===== config.mk =====
export PLATFORM = sky130hd
export DESIGN_NAME = ram512_arbiter_flat
export DESIGN_NICKNAME = d
export VERILOG_FILES = /design/src/rtl/ram512_arb_pkg.sv /design/src/rtl/ram512_arbiter_if.sv /design/src/rtl/rr_arbiter2.sv /design/src/rtl/ram512_arbiter.sv /design/src/flat_wrapper.sv
export SDC_FILE = /design/constraint.sdc
export NUM_CORES = 1
export LEC_CHECK = 0
export ABC_AREA = 1
export BUFFER_PORTS_ARGS = -buffer_cell sky130_fd_sc_hd__buf_2
export CAP_MARGIN = 20
export CORE_ASPECT_RATIO = 0.5
export CORE_UTILIZATION = 40
export CTS_CLUSTER_DIAMETER = 120
export CTS_CLUSTER_SIZE = 40
export DETAILED_ROUTE_END_ITERATION = 6
export MAX_ROUTING_LAYER = met4
export PLACE_DENSITY = 0.79
export REMOVE_ABC_BUFFERS = 1
export SYNTH_ARGS = -nofsm -noshare
export SYNTH_HDL_FRONTEND = slang
export SYNTH_SLANG_ARGS = --single-unit

===== constraint.sdc =====
create_clock -name clk -period 1.5 [get_ports clk]
set_input_delay 0.15 -clock clk [delete_from_list [all_inputs] [get_ports clk]]
set_output_delay 0.15 -clock clk [all_outputs]
set_load 0.01 [all_outputs]

===== src/rtl/ram512_arb_pkg.sv =====
// Shared widths, port ids and a one-hot helper for the RAM512 arbiter.
// Imported by the round-robin picker and the arbiter top level.
package ram512_arb_pkg;

    localparam int ADDR_W = 9;
    localparam int DATA_W = 16;

    localparam logic PORT0 = 1'b0;
    localparam logic PORT1 = 1'b1;

    function automatic logic [1:0] port_onehot(input logic p);
        return (p == PORT1) ? 2'b10 : 2'b01;
    endfunction

endpackage


===== src/rtl/ram512_arbiter_if.sv =====
// One requester port of the RAM512 arbiter: request beat plus read response.
// master = requester side, slave = arbiter side; lock exists with RAM512_ARB_BURST_EN.
interface ram512_arbiter_if #(
    parameter int AW = ram512_arb_pkg::ADDR_W,
    parameter int DW = ram512_arb_pkg::DATA_W
);
    logic          valid;
    logic          we;
    logic [AW-1:0] addr;
    logic [DW-1:0] wdata;
`ifdef RAM512_ARB_BURST_EN
    logic          lock;
`endif
    logic          ready;
    logic          rsp_valid;
    logic [DW-1:0] rsp_data;

`ifdef RAM512_ARB_BURST_EN
    modport master (
        output valid, we, addr, wdata, lock,
        input  ready, rsp_valid, rsp_data
    );
    modport slave (
        input  valid, we, addr, wdata, lock,
        output ready, rsp_valid, rsp_data
    );
`else
    modport master (
        output valid, we, addr, wdata,
        input  ready, rsp_valid, rsp_data
    );
    modport slave (
        input  valid, we, addr, wdata,
        output ready, rsp_valid, rsp_data
    );
`endif

endinterface


===== src/rtl/rr_arbiter2.sv =====
// Two-way round-robin pick: valid_i, last_grant_i, hold_i -> one-hot grant_o.
// hold_i keeps priority on last_grant_i while that port still has a beat.
module rr_arbiter2
    import ram512_arb_pkg::*;
(
    input  logic [1:0] valid_i,
    input  logic       last_grant_i,
    input  logic       hold_i,
    output logic [1:0] grant_o
);

    always_comb begin
        grant_o = 2'b00;
        if (hold_i && valid_i[last_grant_i]) begin
            grant_o = port_onehot(last_grant_i);
        end else if (&valid_i) begin
            grant_o = port_onehot(~last_grant_i);
        end else begin
            grant_o = valid_i;
        end
    end

endmodule


===== src/rtl/ram512_arbiter.sv =====
// Shares one RAM512 between two requesters, one beat per cycle, round robin.
// Ports: clk, rst_n, p0_if/p1_if (requesters), ram_in/ram_addr/ram_load/ram_out.
// RAM512_ARB_BURST_EN adds lock-driven bursts of up to MAX_BURST beats.
module ram512_arbiter #(
    parameter int ADDR_W    = ram512_arb_pkg::ADDR_W,
    parameter int DATA_W    = ram512_arb_pkg::DATA_W
`ifdef RAM512_ARB_BURST_EN
    ,
    parameter int MAX_BURST = 4
`endif
) (
    input  logic              clk,
    input  logic              rst_n,
    ram512_arbiter_if.slave   p0_if,
    ram512_arbiter_if.slave   p1_if,
    output logic [DATA_W-1:0] ram_in,
    output logic [ADDR_W-1:0] ram_addr,
    output logic              ram_load,
    input  logic [DATA_W-1:0] ram_out
);
    import ram512_arb_pkg::*;

    logic [1:0]        valid;
    logic [1:0]        grant;
    logic [1:0]        ready;
    logic [1:0]        we;
    logic [1:0]        rd_acc;
    logic              hold;

    logic              last_grant_q, last_grant_d;
    logic [1:0]        rsp_valid_q, rsp_valid_d;
    logic [DATA_W-1:0] rsp0_data_q, rsp0_data_d;
    logic [DATA_W-1:0] rsp1_data_q, rsp1_data_d;

    assign valid = {p1_if.valid, p0_if.valid};
    assign we    = {p1_if.we, p0_if.we};

    rr_arbiter2 u_rr (
        .valid_i      (valid),
        .last_grant_i (last_grant_q),
        .hold_i       (hold),
        .grant_o      (grant)
    );

    // Nothing may be accepted or written while reset is held.
    assign ready  = grant & {2{rst_n}};
    assign rd_acc = ready & ~we;

    assign p0_if.ready = ready[0];
    assign p1_if.ready = ready[1];

    // Idle cycles leave port 0's fields on the RAM bus.
    assign ram_addr = grant[1] ? p1_if.addr  : p0_if.addr;
    assign ram_in   = grant[1] ? p1_if.wdata : p0_if.wdata;
    assign ram_load = |(ready & we);

    always_comb begin
        last_grant_d = last_grant_q;
        if (|ready) begin
            last_grant_d = ready[1];
        end
        rsp_valid_d = rd_acc;
        rsp0_data_d = rd_acc[0] ? ram_out : rsp0_data_q;
        rsp1_data_d = rd_acc[1] ? ram_out : rsp1_data_q;
    end

    always_ff @(posedge clk or negedge rst_n) begin
        if (!rst_n) begin
            last_grant_q <= PORT1;
            rsp_valid_q  <= '0;
            rsp0_data_q  <= '0;
            rsp1_data_q  <= '0;
        end else begin
            last_grant_q <= last_grant_d;
            rsp_valid_q  <= rsp_valid_d;
            rsp0_data_q  <= rsp0_data_d;
            rsp1_data_q  <= rsp1_data_d;
        end
    end

    assign p0_if.rsp_valid = rsp_valid_q[0];
    assign p1_if.rsp_valid = rsp_valid_q[1];
    assign p0_if.rsp_data  = rsp0_data_q;
    assign p1_if.rsp_data  = rsp1_data_q;

`ifdef RAM512_ARB_BURST_EN
    localparam int CW = $clog2(MAX_BURST + 1);

    logic [CW-1:0] cnt_q, cnt_d;
    logic [CW-1:0] base;
    logic          lock_acc;

    // A nonzero count means last_grant_q is mid-burst.
    assign hold = (cnt_q != '0);

    always_comb begin
        // Only the holder continues its count; anyone else starts afresh.
        base     = (hold && ready[last_grant_q]) ? cnt_q : '0;
        lock_acc = (ready[0] & p0_if.lock) | (ready[1] & p1_if.lock);
        cnt_d    = '0;
        if (lock_acc && (int'(base) + 1 < MAX_BURST)) begin
            cnt_d = base + 1'b1;
        end
    end

    always_ff @(posedge clk or negedge rst_n) begin
        if (!rst_n) begin
            cnt_q <= '0;
        end else begin
            cnt_q <= cnt_d;
        end
    end
`else
    assign hold = 1'b0;
`endif

endmodule


===== src/flat_wrapper.sv =====
// flat-port wrapper written by rule: the top's interface ports become plain ports
module ram512_arbiter_flat import ram512_arb_pkg::*;
#(
    parameter int ADDR_W    = ram512_arb_pkg::ADDR_W,
    parameter int DATA_W    = ram512_arb_pkg::DATA_W

)
  (clk, rst_n, ram_in, ram_addr, ram_load, ram_out, p0_if_valid, p0_if_we, p0_if_addr, p0_if_wdata, p0_if_ready, p0_if_rsp_valid, p0_if_rsp_data, p1_if_valid, p1_if_we, p1_if_addr, p1_if_wdata, p1_if_ready, p1_if_rsp_valid, p1_if_rsp_data);
  ram512_arbiter_if p0_if_i ();
  ram512_arbiter_if p1_if_i ();
  input  logic clk;
  input  logic rst_n;
  output logic [DATA_W-1:0] ram_in;
  output logic [ADDR_W-1:0] ram_addr;
  output logic ram_load;
  input  logic [DATA_W-1:0] ram_out;
  input wire logic [$bits(p0_if_i.valid)-1:0] p0_if_valid;
  input wire logic [$bits(p0_if_i.we)-1:0] p0_if_we;
  input wire logic [$bits(p0_if_i.addr)-1:0] p0_if_addr;
  input wire logic [$bits(p0_if_i.wdata)-1:0] p0_if_wdata;
  output wire logic [$bits(p0_if_i.ready)-1:0] p0_if_ready;
  output wire logic [$bits(p0_if_i.rsp_valid)-1:0] p0_if_rsp_valid;
  output wire logic [$bits(p0_if_i.rsp_data)-1:0] p0_if_rsp_data;
  input wire logic [$bits(p1_if_i.valid)-1:0] p1_if_valid;
  input wire logic [$bits(p1_if_i.we)-1:0] p1_if_we;
  input wire logic [$bits(p1_if_i.addr)-1:0] p1_if_addr;
  input wire logic [$bits(p1_if_i.wdata)-1:0] p1_if_wdata;
  output wire logic [$bits(p1_if_i.ready)-1:0] p1_if_ready;
  output wire logic [$bits(p1_if_i.rsp_valid)-1:0] p1_if_rsp_valid;
  output wire logic [$bits(p1_if_i.rsp_data)-1:0] p1_if_rsp_data;
  assign p0_if_i.valid = p0_if_valid;
  assign p0_if_i.we = p0_if_we;
  assign p0_if_i.addr = p0_if_addr;
  assign p0_if_i.wdata = p0_if_wdata;
  assign p0_if_ready = p0_if_i.ready;
  assign p0_if_rsp_valid = p0_if_i.rsp_valid;
  assign p0_if_rsp_data = p0_if_i.rsp_data;
  assign p1_if_i.valid = p1_if_valid;
  assign p1_if_i.we = p1_if_we;
  assign p1_if_i.addr = p1_if_addr;
  assign p1_if_i.wdata = p1_if_wdata;
  assign p1_if_ready = p1_if_i.ready;
  assign p1_if_rsp_valid = p1_if_i.rsp_valid;
  assign p1_if_rsp_data = p1_if_i.rsp_data;
  ram512_arbiter #(.ADDR_W(ADDR_W), .DATA_W(DATA_W)) u_core (.clk(clk), .rst_n(rst_n), .p0_if(p0_if_i), .p1_if(p1_if_i), .ram_in(ram_in), .ram_addr(ram_addr), .ram_load(ram_load), .ram_out(ram_out));
endmodule

# After elaboration in Yosys (flattened, before gate mapping)
# Cells that the tools add are included.
[totals]
input_bits = 72
regBits = 35
word_cells = 15
output_inout_bits = 62
mem_bits_rw = 0
rom_bits = 0
mem_count = 0
latchBits = 0
[classes]
eq_ne = 0
n_reduce_logical = 3
n_shift = 0
add_sub_neg = 0
div_mod_pow = 0
order_cmp = 0
mux = 4
n_mul = 0
bitwise_logic = 4
[op_table]
columns = ["cell", "n"]
rows = [
  ["2-to-1 mux 16 bit", 1],
  ["2-to-1 mux 9 bit", 1],
  ["bitwise AND 2 bit", 3],
  ["2-to-1 mux 2 bit", 2],
  ["OR reduction 2 bit", 2],
  ["NOT 2 bit", 1],
  ["AND reduction 2 bit", 1],
]

# Depth between registers and ports, before layout
# Gate-level depths: netlist of run 1.
[logic_depth]
word_depth = 5
ltp_mapped = 6
ltp_nobuf = 5

# Modules after synthesis
# Synthesis of run 1 repeated with hierarchy kept, for this count alone.
[hier_totals]
hier_cells = 252
hier_area_um2 = 1876.8
[modules_own_cells]
columns = ["module", "area_each_um2", "cells_each", "seq_area_each_um2", "n_inst"]
rows = [
  ["ram512_arbiter", 1824.2, 239, 877.1, 1],
  ["rr_arbiter2", 52.6, 13, 0.0, 1],
]

# Worst setup path before layout of run 1
# OpenSTA, ideal clock, no wires.
[synth_path]
path_kind = "register to output"
startpoint = "register u_core.last_grant_q"
endpoint = "output port ram_addr[0]"
t_required_ns = 1.350
setup_slack_ns = 0.225
path_stages_with_launch = 6
arrival_time_ns = 1.125
cell_sequence = "dfstp_2 -> nand2_2 -> nand2_1 -> buf_2 -> nand2_1 -> nand2_1"
[synth_via]
elab_chain_len = 3
[synth_rtl]
columns = ["element", "line", "rtl"]
rows = [
  ["start: declaration", "ram512_arbiter.sv:30", "logic last_grant_q, last_grant_d;"],
  ["start signal: assignment", "ram512_arbiter.sv:74", "last_grant_q <= last_grant_d;"],
  ["2-to-1 mux 2 bit", "ram512_arb_pkg.sv:12", "return (p == PORT1) ? 2'b10 : 2'b01;"],
  ["2-to-1 mux 2 bit", "rr_arbiter2.sv:16", "end else if (&valid_i) begin"],
  ["2-to-1 mux 9 bit", "ram512_arbiter.sv:53", "assign ram_addr = grant[1] ? p1_if.addr : p0_if.addr;"],
  ["end: declaration", "flat_wrapper.sv:14", "output logic [ADDR_W-1:0] ram_addr;"],
]
# Every way passes these cells.

# Worst setup path in the final report of run 1
[layout_path]
startpoint = "register u_core.last_grant_q"
endpoint = "output port ram_load"
[layout_via]
elab_chain_len = 5
[layout_rtl]
columns = ["element", "line", "rtl"]
rows = [
  ["2-to-1 mux 2 bit", "ram512_arb_pkg.sv:12", ""],
  ["2-to-1 mux 2 bit", "rr_arbiter2.sv:16", ""],
  ["bitwise AND 2 bit", "ram512_arbiter.sv:46", "assign ready = grant & {2{rst_n}};"],
  ["bitwise AND 2 bit", "ram512_arbiter.sv:55", "assign ram_load = |(ready & we);"],
  ["OR reduction 2 bit", "ram512_arbiter.sv:55", ""],
  ["end: declaration", "flat_wrapper.sv:15", "output logic ram_load;"],
]
# Every way passes these cells.

==> results.tsv, run 1 <==
stage	metric	value	unit
clocking	cts-buffers-inserted	5	
clocking	cts.clk_slew.worst_paths	70	ps
synthesis	ys_top_cells_by_area	dfrtp_1 49%, nand2_1 29%, nand3_1 12%, dfstp_2 1.5%, buf_2 1.4%	
synthesis	yosysWarningCount	0	
synthesis	synthCells	236	
drt	dr_total_vias	2096	
synthesis	synth_top_cell_by_area	dfrtp_1	
synthesis	netlist.area_leader.share	48.6	%
drt	drcViolationCount	0	
global_routing	grt_antenna_before_repair	0	
place	hpwl	3.90	mm
drt	wl	5.72	mm
clocking	cts_max_level	2	
worst_setup_path	arrival	1440	ps
synthesis	synth.most_common_cell	nand2_1	
worst_setup_path	startpoint_type	flop	
sta	rsz0062_at_grt	yes	
sta	skew	2.41	ps
layout	n_fill_cell	339	
clocking	cts_tree	built	
layout	antennaDiodeCount	0	
power	power_density	1130	mW/mm2
sta	hold_viol_final	0	
sta	holdWs	79.3	ps
synthesis	synth_flop_cell	dfrtp_1	
power	finalPower	3.03	mW
sta	worst_slack	-91.9	ps
drt	drt-pass1-iter-count	4	
place	globalplace.congestion	0.762	
sta	setup_viol	26	
worst_setup_path	path_buf_inv	2	
drt	avgViaCountPerCell	4.85	
place	pre_cts_slack	157	ps
worst_setup_path	crit_slowest_cell	dfstp_2	
layout	fin_util	66.5	%
drt	drtIter0Drc	104	
synthesis	seq_area_frac_synth	50.1	%
layout	nets	449	
die	start_util	43.3	%
global_routing	grt_max_degree	35	
power	p_leak	1.68	nW
min_path	min_path_type	input pin to flop	
die	rows	16	
worst_setup_path	slowest_delay	560	ps
sta	fin_crit_sh	106	%
die	dieArea	0.00466	mm2
worst_setup_path	path_delay_family	flip-flops	
worst_setup_path	path_cells	inv_1 -> a21oi_4 -> nand2_1 -> o21ai_0 -> buf_2	
synthesis	synth_edf_count	0	
sta	slew_violations	0	
global_routing	grt_pass1_vias	2008	
die	core_area	0.00404	mm2
drt	post_drt_wl_per_cell	13.2	um
status	violations	setup timing	
synthesis	synth_cell_types	16	
drt	ant_nets	0	
die	die_w	95.6	um
global_routing	grt_usage	25.1	%
status	run_status	complete, but fails checks	
worst_setup_path	required	1350	ps
layout	syn_to_final_growth	53.6	%
place	portBuffers	133	
synthesis	synthArstFlopShare	100	%
die	die_h	48.8	um
clocking	cts_buffer_depth	2	
worst_setup_path	cp-end-kind	primary output	
sta	relSlewSlack	71.6	%
worst_setup_path	crit_fanout	3	
sta	min_period	1590	ps
clocking	clkSinkCount	35	
sta	worst_pin_slew	424	ps
synthesis	synth_area	0.00175	mm2
synthesis	ys_seq_elements	35	
global_routing	grt-ovfl-total	0	
synthesis	syn_avg_cell_area	7.42	um2
run	maxCapViolations	0	
clocking	clk_latency	280	ps
synthesis	ys_top_cells_by_count	134 x nand2_1, 41 x nand3_1, 34 x dfrtp_1	
clocking	root_buffer	clkbuf_8	
power	worst_ir_drop_vdd	0.600	mV
sta	fmax	628	MHz
layout	drive_above_1_share	42.1	%
global_routing	grt_pass1_wl	9.01	mm
die	ioPinCount	134	
worst_setup_path	critPathKind	flop to primary output	
-- worst reg2reg max path: stages, from the launching register on --
cell,delay [ps]
dfstp_2,560
inv_1,100
nand2_1,90
nand3_2,290
nand2_1,180
nand2_1,70
-- cell families after synthesis --
family | count (synthesis) | share of synthesized area (%)
AO/OA/AOI/OAI | 3 | 1.50
buffers and inverters | 18 | 5.50
flip-flops | 35 | 50.1
AND/OR/NAND/NOR | 180 | 42.9
-- cells in the final DEF (no fill, tap or decap), types with 2 or more instances in the layout --
master,netlist,final
nand2_1,134,133
dlygate4sd3_1,0,2
dfrtp_1,34,34
buf_6,2,3
nand3_2,2,2
clkbuf_8,0,6
nand3_1,41,41
inv_1,5,5
buf_4,2,7
o21ai_0,2,2
nand2_4,0,2
buf_2,5,132
-- report_power, final --
group	internal [mW]	switching, mW	total (mW)
combinational	0.404	0.525	0.929
sequential	1.12	0.0993	1.22
clock	0.538	0.343	0.881
-- registers in the layout, indices dropped and copies added, names as in the netlist --
register	count
u_core.last_grant_q	1
u_core.p1_if.rsp_data	16
u_core.rsp_valid_q	2
u_core.p0_if.rsp_data	16
-- worst paths after layout --
check / start / endpoint / slack, ps / cells after the start
worst max-delay path: u_core.last_grant_q / ram_load / -90 / 5
min in group asynchronous: rst_n / u_core.last_grant_q / 420 / 2
max in group asynchronous: rst_n / u_core.rsp_valid_q[0] / 690 / 3
worst max register to register: u_core.last_grant_q / u_core.p0_if.rsp_data[12] / 110 / 5
worst min-delay path: ram_out[14] / u_core.p1_if.rsp_data[14] / 80 / 3
worst min register to register: u_core.p1_if.rsp_data[4] / u_core.p1_if.rsp_data[4] / 480 / 2
-- metrics by stage --
| step | setup TNS, ps | std cells | area, um2 |
|---|---|---|---|
| final | -920 | 432 | 2690 |
| after global routing | -2210 | 432 | 2690 |
| after CTS | -1090 | 431 | 2680 |
| after detailed placement | 0 | 419 | 2480 |
| after global placement | 0 | 419 | 2480 |
| after floorplan | -1960 | 224 | 1680 |
-- per-layer routing --
layer | GRT usage (%) | wire [um] | share of wire (%) | vias to the layer above
met4 | 6.72 | 68 | 1.2 | 0
met5 | - | 0 | 0 | -
met1 | 27.2 | 2340 | 41 | 966
li1 | - | - | - | 1027
met3 | 4.52 | 388 | 6.8 | 8
met2 | 47.1 | 2930 | 51 | 95
-- final cells by class --
class                      instances  area (um2)  area share (%)
clock inverter                     2        35.0            1.30
clock buffer                       6        82.6            3.07
inverter                           6        22.5           0.837
sequential                        35         877            32.6
tap                               54        67.6            2.51
timing repair buffer             146         815            30.3
multi-input combinational        183         791            29.4
-- what timing repair did --
action,4_1_cts,5_1_grt
hold buffers,2,0
hold endpoints to repair,1,0
endpoints found under the setup margin,27,27
resized for setup,6,1
setup buffers,1,1
gates cloned,1,0
No activity file was read; power rests on OpenSTA's default activity.
==> inputs of run 2 (changes only) <==
Settings changed: BUFFER_PORTS_ARGS -buffer_cell sky130_fd_sc_hd__buf_2 to -buffer_cell sky130_fd_sc_hd__buf_4, CORE_ASPECT_RATIO 0.5 to default.
==> results.tsv, run 2 (synthesis gave the netlist of run 1 again) <==
stage	metric	value	unit	change
drt	wl_met1	2.42	mm	was 2.34 mm
status	run_status	complete, but fails checks		unchanged
die	ioPinCount	134		unchanged
global_routing	grt_pass1_wl	8.80	mm	was 9.01 mm
drt	drcViolationCount	0		unchanged
global_routing	grt_pass1_vias	1914		was 2,008
layout	n_fill_cell	301		was 339
power	worst_ir_drop_vdd	0.870	mV	was 0.600 mV
sta	fin_crit_sh	107	%	was 106%
layout	nets	451		was 449
die	rows	23		was 16
die	start_util	42.6	%	was 43.3%
sta	fmax	620	MHz	was 628 MHz
sta	skew	5.89	ps	was 2.41 ps
sta	worst_pin_slew	423	ps	was 424 ps
clocking	cts_buffer_depth	2		unchanged
layout	fin_util	79.8	%	was 66.5%
clocking	cts.clk_slew.worst_paths	70	ps	about the same
place	globalplace.congestion	0.766		was 0.762
die	die_h	68.2	um	was 48.8 um
clocking	cts_max_level	2		unchanged
layout	design_area	0.00328	mm2	was 0.00269 mm2
layout	antennaDiodeCount	0		unchanged
worst_setup_path	crit_slowest_cell	dfstp_2		unchanged
die	dieArea	0.00465	mm2	was 0.00466 mm2
power	power_density	971	mW/mm2	was 1130 mW/mm2
sta	relSlewSlack	71.8	%	was 71.6%
drt	routed-wl-met2	3.44	mm	was 2.93 mm
worst_setup_path	cp-end-kind	primary output		unchanged
worst_setup_path	cp_common_cell	nand2_2		
drt	highest_layer	met4		unchanged
clocking	cts-buffers-inserted	5		unchanged
min_path	min_path_cells	3		unchanged
worst_setup_path	reg2regPathDepth	6		was 5
global_routing	grt_usage	26.7	%	was 25.1%
layout	syn_to_final_growth	87.4	%	was 53.6%
drt	drtIter0Drc	111		was 104
layout	layout_common_cells	118 x buf_4, 89 x nand2_1, 41 x nand3_1		was 133 x nand2_1, 132 x buf_2, 41 x nand3_1
drt	dr_total_vias	2188		was 2,096
drt	wl_met3	731	um	was 388 um
place	pre_cts_slack	142	ps	was 157 ps
clocking	cts_tree	built		unchanged
power	p_leak	1.84	nW	was 1.68 nW
global_routing	grt_antenna_before_repair	0		unchanged
sta	slew_violations	0		unchanged
worst_setup_path	crit_fanout	6		was 3
worst_setup_path	path_cells	nand2_4 -> nand2_8 -> clkbuf_16 -> nand2_2 -> nand2_2 -> buf_6		was inv_1 -> a21oi_4 -> nand2_1 -> o21ai_0 -> buf_2
worst_setup_path	required	1350	ps	about the same
layout	final_cells	430		was 432
clocking	root_buffer	clkbuf_8		unchanged
worst_setup_path	slowest_delay	570	ps	was 560 ps
power	finalPower	3.19	mW	was 3.03 mW
sta	min_period	1610	ps	was 1590 ps
die	die_w	68.2	um	was 95.6 um
drt	ant_nets	0		unchanged
worst_setup_path	arrival	1460	ps	was 1440 ps
place	dp.cells	414		was 419
global_routing	grt_max_degree	35		unchanged
sta	hold_viol_final	0		unchanged
sta	holdWs	58.4	ps	was 79.3 ps
place	hpwl	4.22	mm	was 3.90 mm
place	dpl_cell_area	0.00282	mm2	was 0.00248 mm2
layout	layout_commonest_cell	buf_4		was nand2_1
run	maxCapViolations	0		unchanged
global_routing	grt-ovfl-total	0		unchanged
die	core_area	0.00412	mm2	was 0.00404 mm2
sta	fin_setup_tns	-2080	ps	was -920 ps
clocking	clkSinkCount	35		unchanged
place	portBuffers	133		unchanged
layout	drive_above_1_share	54.2	%	was 42.1%
sta	setup_viol	27		was 26
worst_setup_path	startpoint_type	flop		unchanged
min_path	min_path_type	input pin to flop		unchanged
clocking	clk_latency	290	ps	was 280 ps
worst_setup_path	critPathKind	flop to primary output		unchanged
drt	drt-pass1-iter-count	5		was 4
sta	rsz0062_at_grt	yes		unchanged
drt	wl	6.81	mm	was 5.72 mm
drt	post_drt_wl_per_cell	15.8	um	was 13.2 um
drt	avgViaCountPerCell	5.09		was 4.85
sta	worst_slack	-112	ps	was -91.9 ps
status	violations	setup timing		unchanged
-- run 2: cell types whose count changed in the layout (fill, tap and decap cells not counted), moves of 2 or more --
cell and delta:
buf_4 +111, buf_2 -132, buf_6 +21, nand2_1 -44
nand2_2 +37, nand2_4 +6, clkbuf_16 +2
-- run 2: per-layer routing --
metal	vias to the layer above	global-route usage, %
met3	20	7.83
li1	1028	-
met5	-	-
met2	126	46.1
met4	0	11.7
met1	1014	28.1
-- run 2: cell type report --
class	count	area [um2]	area share [%]
clock buffers	6	72.6	2.21
flip-flops and latches	35	877	26.7
repair buffers	148	1280	39.1
well taps	50	62.6	1.91
clock inverters	2	12.5	0.381
multi-input cells	183	952	29.0
inverters	6	22.5	0.686
-- run 2: repair_timing --
action                     in CTS  in global routing
hold endpoints to repair       35                  0
pin swaps                       1                  7
hold buffers                    1                  0
gates resized for setup        11                 75
setup buffers                   3                  2
gates cloned                    1                  2
setup endpoints to repair      27                 43
-- run 2: worst max-delay path: cells and delay by family, from the launching register on --
| family | cells | cell delay [ps] |
|---|---|---|
| buffers and inverters | 2 | 260 |
| DFF | 1 | 570 |
| and+or+nand+nor | 4 | 340 |
-- run 2: where the power goes --
part           total, mW  leakage [nW]  switching (mW)  internal, mW
Clock              0.665        0.0412           0.341         0.324
Combinational       1.28          1.36           0.605         0.678
Sequential          1.24         0.438           0.115          1.12
-- run 2: final timing paths --
kind | slack [ps] | endpoint | start
max reg2reg | 100 | u_core.p0_if.rsp_data[1] | u_core.last_grant_q
min | 60 | u_core.p1_if.rsp_data[11] | ram_out[11]
max in group asynchronous | 690 | u_core.p1_if.rsp_data[9] | rst_n
min reg2reg | 490 | u_core.p1_if.rsp_data[7] | u_core.p1_if.rsp_data[7]
min in group asynchronous | 390 | u_core.last_grant_q | rst_n
max | -110 | ram_in[13] | u_core.last_grant_q
==> inputs of run 3 (changes only) <==
Settings changed: SLEW_MARGIN from default to 20.
Clock period 1.5 ns to 1.7 ns, I/O delays scaled along.
==> results.tsv, run 3 (synthesis gave the netlist of run 1 again) <==
stage	metric	value	unit	change
clocking	cts_buffer_depth	2		unchanged
drt	drcViolationCount	0		unchanged
layout	nets	448		was 451
worst_setup_path	arrival	1440	ps	was 1460 ps
drt	drt-pass1-iter-count	4		was 5
clocking	cts-buffers-inserted	5		unchanged
die	ioPinCount	134		unchanged
global_routing	grt-ovfl-total	0		unchanged
worst_setup_path	cp-end-kind	primary output		unchanged
sta	rsz0062_at_grt	no		was yes
global_routing	grt_antenna_before_repair	0		unchanged
layout	antennaDiodeCount	0		unchanged
sta	slew_violations	0		unchanged
die	die_h	68.2	um	unchanged
die	start_util	42.6	%	unchanged
place	portBuffers	133		unchanged
worst_setup_path	reg2regPathDepth	5		was 6
clocking	cts_tree	built		unchanged
clocking	cts_max_level	2		unchanged
place	hpwl	4.25	mm	was 4.22 mm
min_path	min_path_type	input pin to flop		unchanged
drt	dr_total_vias	2041		was 2,188
power	finalPower	2.61	mW	was 3.19 mW
global_routing	grt.busiest_layer	met2		unchanged
worst_setup_path	startpoint_type	flop		unchanged
sta	skew	5.81	ps	was 5.89 ps
layout	layout_commonest_cell	buf_4		unchanged
drt	ant_nets	0		unchanged
global_routing	grt_max_degree	36		was 35
status	run_status	finished, final reports clean		was complete, but fails checks
drt	avgViaCountPerCell	4.78		was 5.09
drt	wl	5.74	mm	was 6.81 mm
worst_setup_path	required	1530	ps	was 1350 ps
die	core_area	0.00412	mm2	unchanged
sta	relSlewSlack	71.6	%	was 71.8%
die	rows	23		unchanged
sta	fin_setup_tns	0	ps	was -2080 ps
worst_setup_path	crit_fanout	7		was 6
sta	fmax	621	MHz	
power	power_density	889	mW/mm2	was 971 mW/mm2
die	die_w	68.2	um	unchanged
sta	setup_viol	0		was 27
global_routing	grt_usage	25.3	%	was 26.7%
sta	hold_viol_final	0		unchanged
power	worst_ir_drop_vdd	0.728	mV	was 0.870 mV
sta	min_period	1610	ps	
global_routing	grt_pass1_vias	1776		was 1,914
worst_setup_path	reg2reg_slack	390	ps	was 100 ps
drt	drtIter0Drc	46		was 111
clocking	cts.clk_slew.worst_paths	70	ps	about the same
layout	syn_to_final_growth	67.4	%	was 87.4%
sta	fin_crit_sh	94.8	%	
sta	worst_pin_slew	426	ps	was 423 ps
layout	layout_common_cells	142 x buf_4, 134 x nand2_1, 41 x nand3_1		was 118 x buf_4, 89 x nand2_1, 41 x nand3_1
place	globalplace.congestion	0.814		was 0.766
clocking	clk_latency	290	ps	about the same
die	dieArea	0.00465	mm2	unchanged
power	p_leak	1.74	nW	was 1.84 nW
global_routing	grt_use_met2	43.5	%	was 46.1%
layout	drive_above_1_share	41.6	%	was 54.2%
min_path	min_path_cells	3		unchanged
global_routing	gr-usage-met1	28.0	%	was 28.1%
place	dp.cells	414		unchanged
global_routing	grt_use_met3	8.00	%	was 7.83%
global_routing	grt_pass1_wl	8.29	mm	was 8.80 mm
drt	post_drt_wl_per_cell	13.4	um	was 15.8 um
worst_setup_path	critPathKind	flop to primary output		unchanged
clocking	clkSinkCount	35		unchanged
run	maxCapViolations	0		unchanged
sta	holdWs	81.5	ps	was 58.4 ps
clocking	root_buffer	clkbuf_8		unchanged
layout	final_cells	427		was 430
[run 3: cell count changes in the layout (fill, tap and decap cells not counted), moves of 2 or more]
| cell | before | now |
|---|---|---|
| buf_4 | 118 | 142 |
| buf_6 | 24 | 0 |
| clkbuf_16 | 2 | 0 |
| nand2_1 | 89 | 134 |
| nand2_2 | 37 | 1 |
| nand2_4 | 8 | 0 |
[run 3: per-layer routing]
layer | up-vias | part of all wire (%)
met1 | 918 | 39
met3 | 8 | 11
met4 | 0 | 0.77
met5 | - | 0
li1 | 1020 | -
met2 | 95 | 50
[run 3: worst paths after layout]
path	start	to
max	u_core.last_grant_q	ram_load
min	ram_out[5]	u_core.p1_if.rsp_data[5]
max reg2reg	u_core.last_grant_q	u_core.p0_if.rsp_data[11]
min reg2reg	u_core.p1_if.rsp_data[3]	u_core.p1_if.rsp_data[3]
max in group asynchronous	rst_n	u_core.last_grant_q
min in group asynchronous	rst_n	u_core.p1_if.rsp_data[1]
[run 3: per-stage QoR]
step	utilization, %	worst slack, ps	cell area [um2]
after global placement	68.1	352	2800
after floorplan	-	101	1680
after detailed placement	68.1	344	2800
after CTS	70.4	26.9	2900
final	71.3	88.9	2930
after global routing	71.3	1.58	2930
[run 3: area by class of cell]
cell class / instances / area [um2]
Timing Repair Buffer: 145 / 1110
Fill cell: 363 / 1180
Inverter: 6 / 22.5
Clock buffer: 7 / 76.3
Multi-Input combinational cell: 183 / 778
Tap cell: 50 / 62.6
Clock inverter: 1 / 5.00
Sequential cell: 35 / 877
[run 3: worst max-delay path, cell delays in order (launching register included)]
cell,delay (ps)
dfstp_2,540
inv_2,50
a21oi_4,260
nand2_1,80
o21ai_0,80
buf_4,140
[run 3: what timing repair did]
action                                 CTS  global route
endpoints found under the hold margin   34             0
resized for setup                        0             3
setup buffers                            0             4
hold buffers                             1             0
setup endpoints to repair                0            25
[run 3: report_power, final]
part,total [mW],switching (mW),internal (mW)
clock,0.569,0.282,0.287
combinational,0.950,0.451,0.499
sequential,1.09,0.0959,0.992
